--- config.mk ---
export PLATFORM = sky130hd
export DESIGN_NAME = mem_arbiter
export DESIGN_NICKNAME = d
export VERILOG_FILES = /design/src/rtl/mem_arb_pkg.sv /design/src/rtl/mem_arb_pick.sv /design/src/rtl/mem_arbiter.sv
export SDC_FILE = /design/constraint.sdc
export NUM_CORES = 1
export LEC_CHECK = 0
export ABC_AREA = 1
export CORE_AREA = 2 2 136 105
export DETAILED_ROUTE_END_ITERATION = 7
export DIE_AREA = 0 0 138 107
export PLACE_DENSITY = 0.95
export SYNTH_ARGS = -nofsm -noshare
export SYNTH_HDL_FRONTEND = slang
export SYNTH_HIERARCHICAL = 1
export SYNTH_SLANG_ARGS = --single-unit
--- constraint.sdc ---
create_clock -name clk -period 8 [get_ports clk]
set_input_delay 1.2 -clock clk [delete_from_list [all_inputs] [get_ports clk]]
set_output_delay 1.2 -clock clk [all_outputs]
set_load 0.005 [all_outputs]
--- src/rtl/mem_arb_pkg.sv ---
// Shared state encoding, port indices and command legality check for mem_arbiter.
package mem_arb_pkg;

  typedef enum logic [1:0] {
    IDLE   = 2'd0,
    ACCESS = 2'd1,
    RESP   = 2'd2
  } state_t;

  localparam int          PORT_IF           = 0;
  localparam int          PORT_DATA         = 1;
  localparam logic [31:0] MEM_LIMIT_DEFAULT = 32'd64;

  // End address is formed in 33 bits so a wrapped access is rejected, not aliased.
  function automatic logic cmd_illegal(input logic word, input logic [31:0] addr,
                                       input logic [31:0] limit);
    logic [32:0] last_byte;
    last_byte = {1'b0, addr} + (word ? 33'd3 : 33'd1);
    return (word && (addr[1:0] != 2'b00)) || (!word && addr[0]) ||
           (last_byte > {1'b0, limit});
  endfunction

endpackage

--- src/rtl/mem_arb_pick.sv ---
// Winner selection between the instruction and data ports.
// MEM_ARB_RR_EN: round-robin tie-break; default build: data port has fixed priority.
module mem_arb_pick
  import mem_arb_pkg::*;
(
  input  logic [1:0] req,
`ifdef MEM_ARB_RR_EN
  input  logic       last,
`endif
  output logic       grant
);

`ifdef MEM_ARB_RR_EN
  always_comb begin
    grant = req[PORT_DATA];
    if (req[PORT_IF] && req[PORT_DATA]) grant = ~last;
  end
`else
  always_comb grant = req[PORT_DATA] || !req[PORT_IF];
`endif

endmodule

--- src/rtl/mem_arbiter.sv ---
// Two-port memory arbiter with one transaction in flight (IDLE -> ACCESS -> RESP).
// Tie-break policy is selected by MEM_ARB_RR_EN (round-robin) or fixed priority by default.
module mem_arbiter
  import mem_arb_pkg::*;
#(
  parameter logic [31:0] MEM_LIMIT = MEM_LIMIT_DEFAULT
) (
  input  logic        clk,
  input  logic        reset,
  input  logic [1:0]  req,
  input  logic [1:0]  wr,
  input  logic [1:0]  word,
  input  logic [1:0]  sign,
  input  logic [63:0] addr,
  input  logic [63:0] wdata,
  output logic [1:0]  ack,
  output logic [1:0]  err,
  output logic [31:0] rdata,
  output logic [31:0] mem_address,
  output logic [31:0] mem_dataIn,
  output logic        mem_write,
  output logic        mem_read,
  output logic        mem_word,
  output logic        mem_sign,
  input  logic [31:0] mem_dataOut
);

  // state  | meaning
  // IDLE   | waiting for a request; latches the winner's command
  // ACCESS | ram strobe cycle; read data captured on the closing edge
  // RESP   | schedules the ack/err pulse for the winning port

  state_t      state;
  logic        grant;
  logic        sel_wr, sel_word, sel_sign, sel_bad;
  logic [31:0] sel_addr, sel_wdata;
  logic        cmd_port, cmd_wr, cmd_word, cmd_sign, cmd_err;
  logic [31:0] cmd_addr, cmd_wdata;
`ifdef MEM_ARB_RR_EN
  logic        last_grant;
`endif

  mem_arb_pick u_pick (
    .req   (req),
`ifdef MEM_ARB_RR_EN
    .last  (last_grant),
`endif
    .grant (grant)
  );

  always_comb begin
    sel_wr    = wr[grant];
    sel_word  = word[grant];
    sel_sign  = sign[grant];
    sel_addr  = grant ? addr[63:32]  : addr[31:0];
    sel_wdata = grant ? wdata[63:32] : wdata[31:0];
    sel_bad   = cmd_illegal(sel_word, sel_addr, MEM_LIMIT);
  end

  assign mem_address = cmd_addr;
  assign mem_dataIn  = cmd_wdata;
  assign mem_word    = cmd_word;
  assign mem_sign    = cmd_sign;

  always_ff @(posedge clk) begin
    if (reset) begin
      state     <= IDLE;
      ack       <= 2'b00;
      err       <= 2'b00;
      mem_write <= 1'b0;
      mem_read  <= 1'b0;
      rdata     <= 32'd0;
      cmd_port  <= 1'b0;
      cmd_wr    <= 1'b0;
      cmd_word  <= 1'b0;
      cmd_sign  <= 1'b0;
      cmd_err   <= 1'b0;
      cmd_addr  <= 32'd0;
      cmd_wdata <= 32'd0;
`ifdef MEM_ARB_RR_EN
      last_grant <= 1'b1;
`endif
    end else begin
      ack <= 2'b00;
      err <= 2'b00;
      case (state)
        IDLE: begin
          // During the ack cycle req still shows the request just completed.
          if (req != 2'b00 && ack == 2'b00) begin
            cmd_port  <= grant;
            cmd_wr    <= sel_wr;
            cmd_word  <= sel_word;
            cmd_sign  <= sel_sign;
            cmd_addr  <= sel_addr;
            cmd_wdata <= sel_wdata;
            cmd_err   <= sel_bad;
`ifdef MEM_ARB_RR_EN
            last_grant <= grant;
`endif
            if (sel_bad) begin
              state <= RESP;
            end else begin
              state     <= ACCESS;
              mem_write <= sel_wr;
              mem_read  <= !sel_wr;
            end
          end
        end
        ACCESS: begin
          mem_write <= 1'b0;
          mem_read  <= 1'b0;
          if (!cmd_wr) rdata <= mem_dataOut;
          state <= RESP;
        end
        RESP: begin
          ack[cmd_port] <= 1'b1;
          err[cmd_port] <= cmd_err;
          state         <= IDLE;
        end
        default: state <= IDLE;
      endcase
    end
  end

endmodule

==> reports/qor_table.md, run 1 <==
| Item | This run | Unit |
| --- | --- | --- |
| Final setup violation count | 0 | - |
| Placer congestion estimate | 0.9515 | - |
| Share of final-layout standard cells stronger than drive strength 1 | 8.714 | % |
| Number of pins with negative max-slew slack in the final report | 0 | - |
| Number of nets in the finished design | 1348 | - |
| Overflow left after global routing | 0 | - |
| Outcome | completed | - |
| CP most frequent cell | sky130_fd_sc_hd__nand2_1 | - |
| Die Wd | 138 | um |
| Worst-case vdd ir drop | 0.0001074 | V |
| Number of iterations in the first detailed-routing pass | 5 | - |
| EDFF count, synth | 0 | - |
| Layout filler cell count | 1157 | - |
| Count leader, synth | sky130_fd_sc_hd__nand2_1 | - |
| Netlist area before placement | 6065 | um^2 |
| Kind of capture point of the worst setup path | register | - |
| MaxCap Viol Count | 0 | - |
| I/O pin total | 274 | - |
| Initial antenna violation count | 0 | - |
| Post-route fraction of the period consumed by the critical path | 54.36 | % |
| Top cells by count, synth | sky130_fd_sc_hd__nand2_1 (350), sky130_fd_sc_hd__dfxtp_1 (109), sky130_fd_sc_hd__a21oi_1 (69), sky130_fd_sc_hd__inv_1 (61), sky130_fd_sc_hd__nand3_1 (61) | - |
| FF+latch count, synth | 109 | - |
| Internal Power | 0.0009982 | W |
| Top Usage Layer GRT | met2 | - |
| Worst hold path stage count | 2 | - |
| CTS H-Tree Depth | 3 | - |
| CTS tree | done | - |
| Tot Pwr | 0.001449 | W |
| All-Layer GR Usage | 26.14 | % |
| Met1 routing resource usage after global routing | 33.35 | % |
| Post-route ant nets | 0 | - |
| Area growth syn-to-layout | 49.62 | % |
| Die ar. | 14770 | um^2 |
| Logic pwr share | 26.0 | % |
| Floorplan Core Area | 13430 | um^2 |
| Number of endpoints with negative hold slack in the final report | 0 | - |
| Highest attainable clock frequency | 230.0 | MHz |
| DRT iter0 DRCs | 460 | - |
| Die H | 107 | um |
| Tightest slew margin relative to the limit | 26.59 | % |
| Part of the total power dissipated in sequential elements | 41.7 | % |
| Total routed wirelength | 20060 | um |
| Effective utilization at floorplan | 45.17 | % |
| Worst-skew pair later-pin latency | 0.35 | ns |
| Post-cts repair resize count | 0 | - |
| Half-perimeter wire length after placement | 15020 | um |
| Largest net degree at the start of global routing | 104 | - |
| Total leakage power | 3.672 | nW |
| Worst hold path class | reg -> reg | - |
| Fraction of post-synthesis cell area in the top cell type by area | 35.98 | % |
| Routed wirelength normalized by instance count | 14.78 | um |
| Worst Setup Start Kind | input pin | - |
| Worst r2r dst | cmd_wr$_SDFFE_PP0P_ | - |
| Average footprint of a synthesized cell | 6.445 | um^2 |
| Hold slack | 0.4627 | ns |
| Main area contributors after synthesis | sky130_fd_sc_hd__dfxtp_1 (36%), sky130_fd_sc_hd__nand2_1 (22%), sky130_fd_sc_hd__a21oi_1 (5.7%) | - |
| Actual transition at the worst max-transition pin | 1.094 | ns |
| Origin of the worst min-delay path | rdata[23]$_SDFFE_PP0P_ | - |
| Clock transition time at the flip-flop clock pins of the worst setup and hold paths | 0.08 | ns |
| First-pass GRT wire length | 31750 | um |
| IO Port Bufs | 273 | - |
| Worst Hold End | rdata[23]$_SDFFE_PP0P_ | - |
| Post-cts hold buffer count | 0 | - |
| Cell chosen for the clock root | sky130_fd_sc_hd__clkbuf_16 | - |
| Clock period minus final worst setup slack | 4.348 | ns |
| GR Util met3 | 6.521 | % |
| Required @ worst endpoint | 8.25 | ns |
| Dominant register cell in the synthesized netlist | sky130_fd_sc_hd__dfxtp_1 | - |
| Number of vias after detailed routing | 6929 | - |
| Cell with the largest stage delay on the worst path | sky130_fd_sc_hd__buf_4 | - |
| Number of different library cells in the post-synthesis netlist | 36 | - |
| Share of power burned in the clock network | 32.3 | % |
| Pwr/cell area | 159.7 | nW/um^2 |
| Critical register-to-register path startpoint | state[1]$_SDFFE_PP0P_ | - |
| Standard-cell row count | 37 | - |
| Sw Ratio | 31.12 | % |
| Kind of critical path | in -> reg | - |
| Maximum clock skew at final layout | 0.01276 | ns |
| Final Core Density | 67.59 | % |
| Number of buffers added for setup after CTS | 0 | - |
| Maximum fanout along the worst path | 49 | - |
| Synth area leader | sky130_fd_sc_hd__dfxtp_1 | - |
| Via count of the first global-routing pass | 6426 | - |
| Global-route met2 utilization | 44.48 | % |
| Cells after Synth | 941 | - |
| RSZ-0062 raised after global routing | false | - |
| Diodes inserted | 0 | - |
| Data arrival at the endpoint of the critical path | 4.60 | ns |
| Final routed DRC violation total | 0 | - |
| Sinks on Clock Net | 109 | - |
| Fraction of registers with async set/reset | 0 | % |
| Delay of the slowest cell on the worst path | 0.52 | ns |
| Syn Nets | 1112 | - |
| Number of clock buffers inserted by TritonCTS | 9 | - |
| Yosys warnings | 6 | - |
| Final total negative setup slack | 0 | ns |
| Setup slack of the most critical reg-to-reg path | 5.13 | ns |
| R2R cell count | 6 | - |
| Number of buffers on the longest clock path | 2 | - |
| Cell Chain, Critical Path | clkdlybuf4s50_1 -> inv_1 -> nand2_4 -> buf_4 -> nand2_1 -> nand2_1 -> ha_1 -> nand3_1 -> nand2_2 -> nand2_2 -> nor2_2 -> nand2_1 -> nand2_1 -> nand2_1 -> nor2_1 -> nand2_1 -> nor2_2 -> nand2_2 -> nor3_2 -> nand4_1 -> nand2_1 -> nor2_2 | - |
| Ratio of routed vias to standard cells | 5.106 | - |
| Sequential cell area fraction in the yosys report | 35.98 | % |
| Switching Power | 0.0004509 | W |
power by group through the flow:
stage | Combinational (W) | Clock [W] | Sequential [W]
after floorplan | 0.000173 | 0 | 0.000617
after global routing | 0.000412 | 0.000498 | 0.000609
after global placement | 0.000370 | 0 | 0.000613
after detailed placement | 0.000374 | 0 | 0.000615
final | 0.000377 | 0.000468 | 0.000604
after CTS | 0.000376 | 0.000478 | 0.000604
stage by stage:
step | instances | area [um^2] | setup WS (ns)
3_5_place_dp | 1341 | 8758 | 3.322
6_report | 1357 | 9074 | 3.652
4_1_cts | 1357 | 9074 | 3.696
5_1_grt | 1357 | 9074 | 3.295
3_3_place_gp | 1341 | 8758 | 3.426
2_1_floorplan | 941 | 6065 | 4.502
layer usage:
| layer | wire length, um | share of wire [%] |
|---|---|---|
| met5 | 0 | 0 |
| met3 | 1828 | 9.1 |
| met4 | 308 | 1.5 |
| met1 | 8543 | 43 |
| met2 | 9376 | 47 |
cell type report:
class / count / area [um^2] / share of cell area [%]
flip-flops and latches: 109 / 2182 / 24.05
inverters: 72 / 277.8 / 3.061
multi-input cells: 708 / 3322 / 36.61
clock buffers: 9 / 225.2 / 2.482
repair buffers: 277 / 2758 / 30.39
clock inverters: 7 / 90.09 / 0.9928
well taps: 175 / 219.0 / 2.413
registers in the layout, indices dropped and copies added, names as in the netlist:
name,count
rdata,32
mem_read,1
mem_sign,1
state,2
mem_dataIn,32
cmd_err,1
cmd_port,1
mem_write,1
ack,2
err,2
cmd_wr,1
mem_address,32
mem_word,1
worst max path at each step:
stage / depth (start not counted) / to / start
2_1_floorplan: 24 / mem_read$_SDFFE_PP0P_ / req[1]
3_3_place_gp: 22 / mem_read$_SDFFE_PP0P_ / req[1]
3_5_place_dp: 22 / mem_write$_SDFFE_PP0P_ / req[1]
4_1_cts: 22 / mem_write$_SDFFE_PP0P_ / req[1]
5_1_grt: 21 / mem_read$_SDFFE_PP0P_ / req[1]
6_report: 22 / mem_write$_SDFFE_PP0P_ / req[1]
critical path, delay by kind of cell:
family	cells	cell delay, ns
simple gates	18	2.12
fa+ha+maj	1	0.17
buf+inv	3	1.07
layout by cell type (no fill, tap or decap), types with 4 or more instances in the layout:
cell	count
sky130_fd_sc_hd__a31oi_1	33
sky130_fd_sc_hd__o21ai_1	11
sky130_fd_sc_hd__nor2_1	42
sky130_fd_sc_hd__nor3_1	5
sky130_fd_sc_hd__inv_2	7
sky130_fd_sc_hd__inv_1	61
sky130_fd_sc_hd__nand3_1	61
sky130_fd_sc_hd__buf_4	4
sky130_fd_sc_hd__nor2_4	6
sky130_fd_sc_hd__o21ai_2	5
sky130_fd_sc_hd__nand2_1	349
sky130_fd_sc_hd__a21oi_1	69
sky130_fd_sc_hd__nand2_2	30
sky130_fd_sc_hd__nand4_1	8
sky130_fd_sc_hd__nor2_2	20
sky130_fd_sc_hd__o21ai_0	42
sky130_fd_sc_hd__clkdlybuf4s50_1	272
sky130_fd_sc_hd__clkbuf_16	9
sky130_fd_sc_hd__dfxtp_1	109
sky130_fd_sc_hd__nand3_2	4
cells by family (layout without fill, tap and decap cells):
group           after synthesis  in the layout  share of synthesized area [%]
compound gates              162            162                          14.44
xor+xnor                      4              4                         0.5778
fa+ha+maj                     1              1                         0.2063
buf+inv                     124            365                          9.532
flops                       109            109                          35.98
simple gates                541            541                          39.26
Note: power is estimated with default switching activity, not from simulation.
==> run 2: changes to the inputs <==
CORE_AREA = 2 2 142 110   (was 2 2 136 105)
DIE_AREA = 0 0 144 112   (was 0 0 138 107)
PLACE_DENSITY = 0.9   (was 0.95)
clock period = 4.6 ns   (was 8 ns; I/O delays follow)
==> run 2 against run 1 <==
Cell area is 0.68% higher. First-iteration DRC count down 7.8%. Die area grew 9.2%. Largest power group unchanged. Clock skew fell by 0.0047 ns. Clock power increased by 75%. Critical path depth is 2 lower. Cell count is 2.5% higher. Non-clock buffer count up 4. Setup slack got worse by 2.5 ns.
==> reports/qor_table.md, run 2 (synthesis gave the netlist of run 1 again) <==
| Item | This run | Unit | Change |
| --- | --- | --- | --- |
| Worst Hold End | rdata[15]$_SDFFE_PP0P_ | - |  |
| Share of final-layout standard cells stronger than drive strength 1 | 8.938 | % | +0.22 points |
| Number of pins with negative max-slew slack in the final report | 0 | - | unchanged |
| Worst-skew pair later-pin latency | 0.35 | ns | about the same |
| Final setup violation count | 0 | - | unchanged |
| Worst hold path stage count | 2 | - | unchanged |
| Via count of the first global-routing pass | 6587 | - | +2.5% |
| Origin of the worst min-delay path | rdata[15]$_SDFFE_PP0P_ | - |  |
| Final routed DRC violation total | 0 | - | unchanged |
| Worst hold path class | reg -> reg | - |  |
| RSZ-0062 raised after global routing | false | - |  |
| CTS H-Tree Depth | 3 | - | unchanged |
| Area growth syn-to-layout | 50.63 | % |  |
| R2R cell count | 6 | - | unchanged |
| Number of endpoints with negative hold slack in the final report | 0 | - | unchanged |
| Post-route fraction of the period consumed by the critical path | 74.45 | % |  |
| Routed length on met1 | 8800 | um | +3.0% |
| Diodes inserted | 0 | - | unchanged |
| DRT iter0 DRCs | 424 | - | -7.8% |
| Standard cell area after detailed placement | 8826 | um^2 | +0.77% |
| Worst r2r dst | mem_address[13]$_SDFFE_PP0P_ | - |  |
| Internal Power | 0.001780 | W | +78% |
| Routed wirelength normalized by instance count | 14.63 | um | -1.0% |
| Part of the total power dissipated in sequential elements | 41.4 | % | -0.3 points |
| Post-cts hold buffer count | 0 | - | unchanged |
| Number of iterations in the first detailed-routing pass | 7 | - | +2 |
| Hold slack | 0.4605 | ns | -0.002192 ns |
| Number of buffers added for setup after CTS | 0 | - | unchanged |
| Final Core Density | 61.78 | % | -5.8 points |
| Final total negative setup slack | 0 | ns | unchanged |
| Outcome | completed | - |  |
| Post-cts repair resize count | 0 | - | unchanged |
| Tightest slew margin relative to the limit | 27.75 | % | +1.2 points |
| Top metal layer carrying routed signals | met4 | - |  |
| Actual transition at the worst max-transition pin | 1.081 | ns | -0.01316 ns |
| Commonest non-fill, non-tap cell in the layout | sky130_fd_sc_hd__nand2_1 | - |  |
| Routed wl met3 | 1915 | um | +4.8% |
| Number of nets in the finished design | 1352 | - | +0.30% |
| Sw Ratio | 29.58 | % | -1.5 points |
| Die H | 112 | um | +4.7% |
| Die Wd | 144 | um | +4.3% |
| Data arrival at the endpoint of the critical path | 3.68 | ns | -0.92 ns |
| Placer congestion estimate | 0.8893 | - | -6.5% |
| Die ar. | 16130 | um^2 | +9.2% |
| Initial antenna violation count | 0 | - | unchanged |
| Standard-cell row count | 39 | - | +5.4% |
| Number of clock buffers inserted by TritonCTS | 9 | - | unchanged |
| Summed area of non-filler cells in the final layout | 9135 | um^2 | +0.68% |
| Kind of capture point of the worst setup path | register | - |  |
| Half-perimeter wire length after placement | 15350 | um | +2.2% |
| Worst Setup Start Kind | input pin | - |  |
| Kind of critical path | in -> reg | - |  |
| Worst-case vdd ir drop | 0.0001990 | V | +85% |
| Logic pwr share | 26.1 | % | about the same |
| Required @ worst endpoint | 4.86 | ns | -3.39 ns |
| First-pass GRT wire length | 32320 | um | +1.8% |
| Clock transition time at the flip-flop clock pins of the worst setup and hold paths | 0.08 | ns | about the same |
| Switching Power | 0.0007479 | W | +66% |
| Post-route ant nets | 0 | - | unchanged |
| Cell chosen for the clock root | sky130_fd_sc_hd__clkbuf_16 | - |  |
| All-Layer GR Usage | 25.12 | % | -1.0 points |
| Effective utilization at floorplan | 41.02 | % | -4.2 points |
| Floorplan Core Area | 14790 | um^2 | +10% |
| I/O pin total | 274 | - | unchanged |
| Ratio of routed vias to standard cells | 5.017 | - | -1.7% |
| MaxCap Viol Count | 0 | - | unchanged |
| Clock period minus final worst setup slack | 3.425 | ns |  |
| Sinks on Clock Net | 109 | - | unchanged |
| Total routed wirelength | 20350 | um | +1.5% |
| Layout filler cell count | 1354 | - | +17% |
| Number of vias after detailed routing | 6979 | - | +0.72% |
| Largest net degree at the start of global routing | 104 | - | unchanged |
| Maximum fanout along the worst path | 47 | - | -4.1% |
| Total leakage power | 3.695 | nW | +0.62% |
| Overflow left after global routing | 0 | - | unchanged |
| Critical register-to-register path startpoint | state[1]$_SDFFE_PP0P_ | - |  |
| Maximum clock skew at final layout | 0.008053 | ns | -0.004708 ns |
| Met2 wire length | 9329 | um | -0.50% |
| Tot Pwr | 0.002528 | W | +74% |
| Highest attainable clock frequency | 292.0 | MHz |  |
| Pwr/cell area | 276.8 | nW/um^2 | +73% |
| Number of buffers on the longest clock path | 2 | - | unchanged |
| Commonest non-fill, non-tap cells in the layout | sky130_fd_sc_hd__nand2_1 (349), sky130_fd_sc_hd__clkdlybuf4s50_1 (272), sky130_fd_sc_hd__dfxtp_1 (109), sky130_fd_sc_hd__a21oi_1 (69) | - |  |
| Setup slack of the most critical reg-to-reg path | 2.06 | ns | -3.07 ns |
| Share of power burned in the clock network | 32.4 | % | about the same |
| CTS tree | done | - |  |
| IO Port Bufs | 273 | - | unchanged |
-- run 2: cell types whose count changed in the layout (fill, tap and decap cells not counted), sizes merged --
cell | previous run | this run
clkinvlp | 1 | 0
clkinv | 6 | 5
clkbuf | 9 | 10
bufinv | 0 | 1
buf | 5 | 9
-- run 2: cell type report --
| cell class | instances | area [um^2] | share of cell area (%) |
|---|---|---|---|
| multi-input combinational | 708 | 3322 | 36.36 |
| sequential | 109 | 2182 | 23.89 |
| tap | 205 | 256.5 | 2.808 |
| clock buffer | 10 | 229.0 | 2.507 |
| inverter | 72 | 277.8 | 3.041 |
| timing repair buffer | 281 | 2788 | 30.52 |
| clock inverter | 6 | 80.08 | 0.8766 |
-- run 2: critical path: stages --
cell and delay (ns):
sky130_fd_sc_hd__clkdlybuf4s50_1 0.48, sky130_fd_sc_hd__inv_1 0.07, sky130_fd_sc_hd__nand2_4 0.21, sky130_fd_sc_hd__inv_8 0.15
sky130_fd_sc_hd__nand2_1 0.09, sky130_fd_sc_hd__nand2_1 0.08, sky130_fd_sc_hd__ha_1 0.33, sky130_fd_sc_hd__nand3_1 0.10
sky130_fd_sc_hd__nand2_2 0.13, sky130_fd_sc_hd__nand2_2 0.09, sky130_fd_sc_hd__nor2_2 0.21, sky130_fd_sc_hd__nor2_1 0.07
sky130_fd_sc_hd__nor3_1 0.19, sky130_fd_sc_hd__nand3_1 0.12, sky130_fd_sc_hd__nor2_2 0.13, sky130_fd_sc_hd__nand2_2 0.10
sky130_fd_sc_hd__nor3_2 0.15, sky130_fd_sc_hd__nand4_1 0.10, sky130_fd_sc_hd__nand2_1 0.11, sky130_fd_sc_hd__nor2_2 0.04
-- run 2: worst max-delay path by stage --
| stage | startpoint | end | depth (start not counted) |
|---|---|---|---|
| floorplan | req[1] | mem_read$_SDFFE_PP0P_ | 24 |
| global placement | req[1] | cmd_err$_SDFFE_PP0P_ | 19 |
| detailed placement | req[1] | mem_write$_SDFFE_PP0P_ | 20 |
| CTS | req[1] | mem_read$_SDFFE_PP0P_ | 20 |
| global route | req[1] | cmd_err$_SDFFE_PP0P_ | 19 |
| finish | req[1] | mem_write$_SDFFE_PP0P_ | 20 |
-- run 2: per-stage QoR --
step | setup WS (ns) | cells
2_1_floorplan | 1.612 | 941
3_3_place_gp | 0.8320 | 1375
3_5_place_dp | 0.8329 | 1375
4_1_cts | 1.204 | 1391
5_1_grt | 0.8159 | 1391
6_report | 1.175 | 1391
-- run 2: power by group through the flow --
stage | Combinational [W] | Clock (W) | Sequential (W)
6_report | 0.000661 | 0.000820 | 0.00105
5_1_grt | 0.000728 | 0.000878 | 0.00106
4_1_cts | 0.000661 | 0.000846 | 0.00105
3_5_place_dp | 0.000658 | 0 | 0.00107
3_3_place_gp | 0.000652 | 0 | 0.00107
2_1_floorplan | 0.000301 | 0 | 0.00107
-- run 2: per-layer routing --
layer | global-route usage, % | vias up
met1 | 31.53 | 3159
met2 | 42.00 | 296
li1 | - | 3500
met4 | 6.275 | 0
met5 | 0 | -
met3 | 7.785 | 24
==> run 3: changes to the inputs <==
CORE_AREA = 2 2 149 115   (was 2 2 142 110)
DIE_AREA = 0 0 151 117   (was 0 0 144 112)
PLACE_DENSITY = 0.86   (was 0.9)
clock period = 2.75 ns   (was 4.6 ns; I/O delays follow)
==> run 3 against run 2 <==
Combinational power is 92% higher. Clock-buffer cell count is the same. Clock skew rose by 0.0030 ns. Via count up 3.0%. Global-route usage is 1.6 points lower. Setup slack worse by 1.0 ns. Critical path depth is the same. Critical path type unchanged. Highest routed layer unchanged.
==> reports/qor_table.md, run 3 (synthesis gave the netlist of run 1 again) <==
| Item | This run | Unit | Change |
| --- | --- | --- | --- |
| Outcome | completed | - |  |
| R2R cell count | 6 | - | unchanged |
| Total leakage power | 4.117 | nW | +11% |
| RSZ-0062 raised after global routing | true | - |  |
| Standard-cell row count | 41 | - | +5.1% |
| Final total negative setup slack | 0 | ns | unchanged |
| Largest net degree at the start of global routing | 92 | - | -12% |
| Tot Pwr | 0.004324 | W | +71% |
| Ratio of routed vias to standard cells | 4.856 | - | -3.2% |
| Die H | 117 | um | +4.5% |
| Kind of capture point of the worst setup path | register | - |  |
| Post-route fraction of the period consumed by the critical path | 93.88 | % |  |
| Cell Chain, Critical Path | dlygate4sd2_1 -> inv_2 -> nand2_8 -> buf_4 -> buf_4 -> o21ai_4 -> nand2_2 -> buf_4 -> inv_1 -> nand3_2 -> nor2_4 -> nand2_1 -> nand2_1 -> nand2_1 -> nor2_1 -> nand3_2 -> nor3_2 -> nand4_1 -> nand2_1 -> nor2_2 | - |  |
| Number of buffers and inverters on the critical path | 6 | - | +3 |
| I/O pin total | 274 | - | unchanged |
| Routed wirelength normalized by instance count | 14.48 | um | -1.0% |
| Origin of the worst min-delay path | mem_address[30]$_SDFFE_PP0P_ | - |  |
| Multi-input gate area in the final layout | 3456 | um^2 | +4.0% |
| Clock transition time at the flip-flop clock pins of the worst setup and hold paths | 0.08 | ns | about the same |
| Number of vias after detailed routing | 7191 | - | +3.0% |
| Number of pins with negative max-slew slack in the final report | 0 | - | unchanged |
| Cell with the largest stage delay on the worst path | sky130_fd_sc_hd__dlygate4sd2_1 | - |  |
| All-Layer GR Usage | 23.52 | % | -1.6 points |
| CP most frequent cell | sky130_fd_sc_hd__nand2_1 | - |  |
| First-pass GRT wire length | 32890 | um | +1.8% |
| Highest attainable clock frequency | 387.3 | MHz |  |
| Delay of the slowest cell on the worst path | 0.25 | ns | -0.23 ns |
| Placer congestion estimate | 0.9355 | - | +5.2% |
| Sequential cell area in the final layout | 2182 | um^2 | unchanged |
| Data arrival at the endpoint of the critical path | 2.84 | ns | -0.84 ns |
| Die ar. | 17670 | um^2 | +9.5% |
| Post-route ant nets | 0 | - | unchanged |
| Placed cells | 1461 | - | +6.3% |
| Diodes inserted | 0 | - | unchanged |
| Number of buffers on the longest clock path | 2 | - | unchanged |
| Clock period minus final worst setup slack | 2.582 | ns |  |
| Worst hold path class | reg -> reg | - |  |
| Total routed wirelength | 21450 | um | +5.4% |
| Number of clock buffers inserted by TritonCTS | 9 | - | unchanged |
| CP top delay family | simple AND/OR/NAND/NOR gates | - |  |
| Required @ worst endpoint | 3.00 | ns | -1.86 ns |
| Kind of critical path | in -> reg | - |  |
| Number of endpoints with negative hold slack in the final report | 0 | - | unchanged |
| Maximum fanout along the worst path | 8 | - | -83% |
| Worst Setup Start Kind | input pin | - |  |
| Overflow left after global routing | 0 | - | unchanged |
| Actual transition at the worst max-transition pin | 1.028 | ns | -0.05305 ns |
| Half-perimeter wire length after placement | 16570 | um | +7.9% |
| MaxCap Viol Count | 0 | - | unchanged |
| Final routed DRC violation total | 0 | - | unchanged |
| Post-cts hold buffer count | 0 | - | unchanged |
| Via count of the first global-routing pass | 6711 | - | +1.9% |
| Cell chosen for the clock root | sky130_fd_sc_hd__clkbuf_16 | - |  |
| Die Wd | 151 | um | +4.9% |
| Number of nets in the finished design | 1432 | - | +5.9% |
| DRT iter0 DRCs | 421 | - | -0.71% |
| Final Instance Count excl. Fillers | 1481 | - | +6.5% |
| CTS tree | done | - |  |
| Number of iterations in the first detailed-routing pass | 5 | - | -2 |
| Initial antenna violation count | 0 | - | unchanged |
| Final Core Density | 60.70 | % | -1.1 points |
| IO Port Bufs | 273 | - | unchanged |
| Worst-case vdd ir drop | 0.0003374 | V | +70% |
| Worst-skew pair later-pin latency | 0.35 | ns | about the same |
| CTS H-Tree Depth | 3 | - | unchanged |
| Worst Hold End | mem_address[30]$_SDFFE_PP0P_ | - |  |
| Effective utilization at floorplan | 37.18 | % | -3.8 points |
| Tightest slew margin relative to the limit | 31.29 | % | +3.5 points |
| Maximum clock skew at final layout | 0.01109 | ns | +0.003038 ns |
| Setup slack of the most critical reg-to-reg path | 0.82 | ns | -1.24 ns |
| Worst r2r dst | mem_dataIn[10]$_SDFFE_PP0P_ | - |  |
| Final setup violation count | 0 | - | unchanged |
| Share of final-layout standard cells stronger than drive strength 1 | 16.19 | % | +7.3 points |
| Commonest non-fill, non-tap cells in the layout | sky130_fd_sc_hd__nand2_1 (344), sky130_fd_sc_hd__clkdlybuf4s50_1 (270), sky130_fd_sc_hd__dfxtp_1 (109), sky130_fd_sc_hd__buf_4 (85), sky130_fd_sc_hd__a21oi_1 (69) | - |  |
| Worst hold path stage count | 2 | - | unchanged |
| Floorplan Core Area | 16310 | um^2 | +10% |
| Area growth syn-to-layout | 63.28 | % |  |
| Sinks on Clock Net | 109 | - | unchanged |
| Critical register-to-register path startpoint | state[1]$_SDFFE_PP0P_ | - |  |
| Layout filler cell count | 1488 | - | +9.9% |
| Commonest non-fill, non-tap cell in the layout | sky130_fd_sc_hd__nand2_1 | - |  |
| Pwr/cell area | 436.7 | nW/um^2 | +58% |
-- run 3: changes by cell type in the layout (fill, tap and decap cells not counted), moves of 2 or more --
cell / before / now
sky130_fd_sc_hd__o21ai_2: 5 / 7
sky130_fd_sc_hd__nand2_1: 349 / 344
sky130_fd_sc_hd__clkdlybuf4s50_1: 272 / 270
sky130_fd_sc_hd__buf_12: 0 / 3
sky130_fd_sc_hd__nor2_4: 6 / 12
sky130_fd_sc_hd__nor2_1: 42 / 36
sky130_fd_sc_hd__nand2_2: 30 / 33
sky130_fd_sc_hd__buf_4: 8 / 85
sky130_fd_sc_hd__o21ai_1: 11 / 9
sky130_fd_sc_hd__dlygate4sd2_1: 0 / 2
-- run 3: cell type report --
type	count	share of cell area [%]
repair buffers	361	34.57
well taps	215	2.717
clock inverters	6	0.5560
inverters	72	2.805
flip-flops and latches	109	22.04
clock buffers	10	2.413
multi-input cells	708	34.90
-- run 3: what timing repair did --
action | 4_1_cts | 5_1_grt
setup buffers | 4 | 0
pin swaps | 10 | 3
setup endpoints to repair | 5 | 5
endpoints found under the hold margin | 0 | 0
resized for setup | 17 | 16
-- run 3: how the worst max path moves through the flow --
stage | startpoint | cells past startpoint | to
floorplan | req[1] | 24 | mem_read$_SDFFE_PP0P_
global placement | req[0] | 17 | mem_write$_SDFFE_PP0P_
detailed placement | req[1] | 22 | state[1]$_SDFFE_PP0P_
CTS | req[1] | 21 | state[1]$_SDFFE_PP0P_
global route | req[1] | 20 | mem_write$_SDFFE_PP0P_
finish | req[1] | 20 | mem_write$_SDFFE_PP0P_
-- run 3: through the flow --
step                cell area [um^2]  hold slack (ns)  setup WS, ns
global route                    9902           0.4779      0.001539
finish                          9902           0.4624        0.1683
global placement                9447           0.4367       -0.4195
CTS                             9833           0.4643        0.1491
detailed placement              9447           0.4538       -0.4940
floorplan                       6065           0.4228       0.03924
-- run 3: layer usage --
metal  up-vias  GRT usage (%)  part of all wire (%)
met3        14          6.977                   9.3
met1      3246          29.67                    43
met4         0          4.922                   1.0
li1       3657              -                     -
met2       274          40.21                    47
met5         -              0                     0
-- run 3: power by group --
part	switching [W]	total [W]	internal, W
clock	0.000639	0.00130	0.000659
combinational	0.000600	0.00127	0.000672
sequential	0.0000590	0.00175	0.00169
-- run 3: worst min-delay path, delay by kind of cell, from the launching register on --
kind            cells  cell delay [ns]
compound gates      1             0.05
simple gates        1             0.06
flops               1             0.31
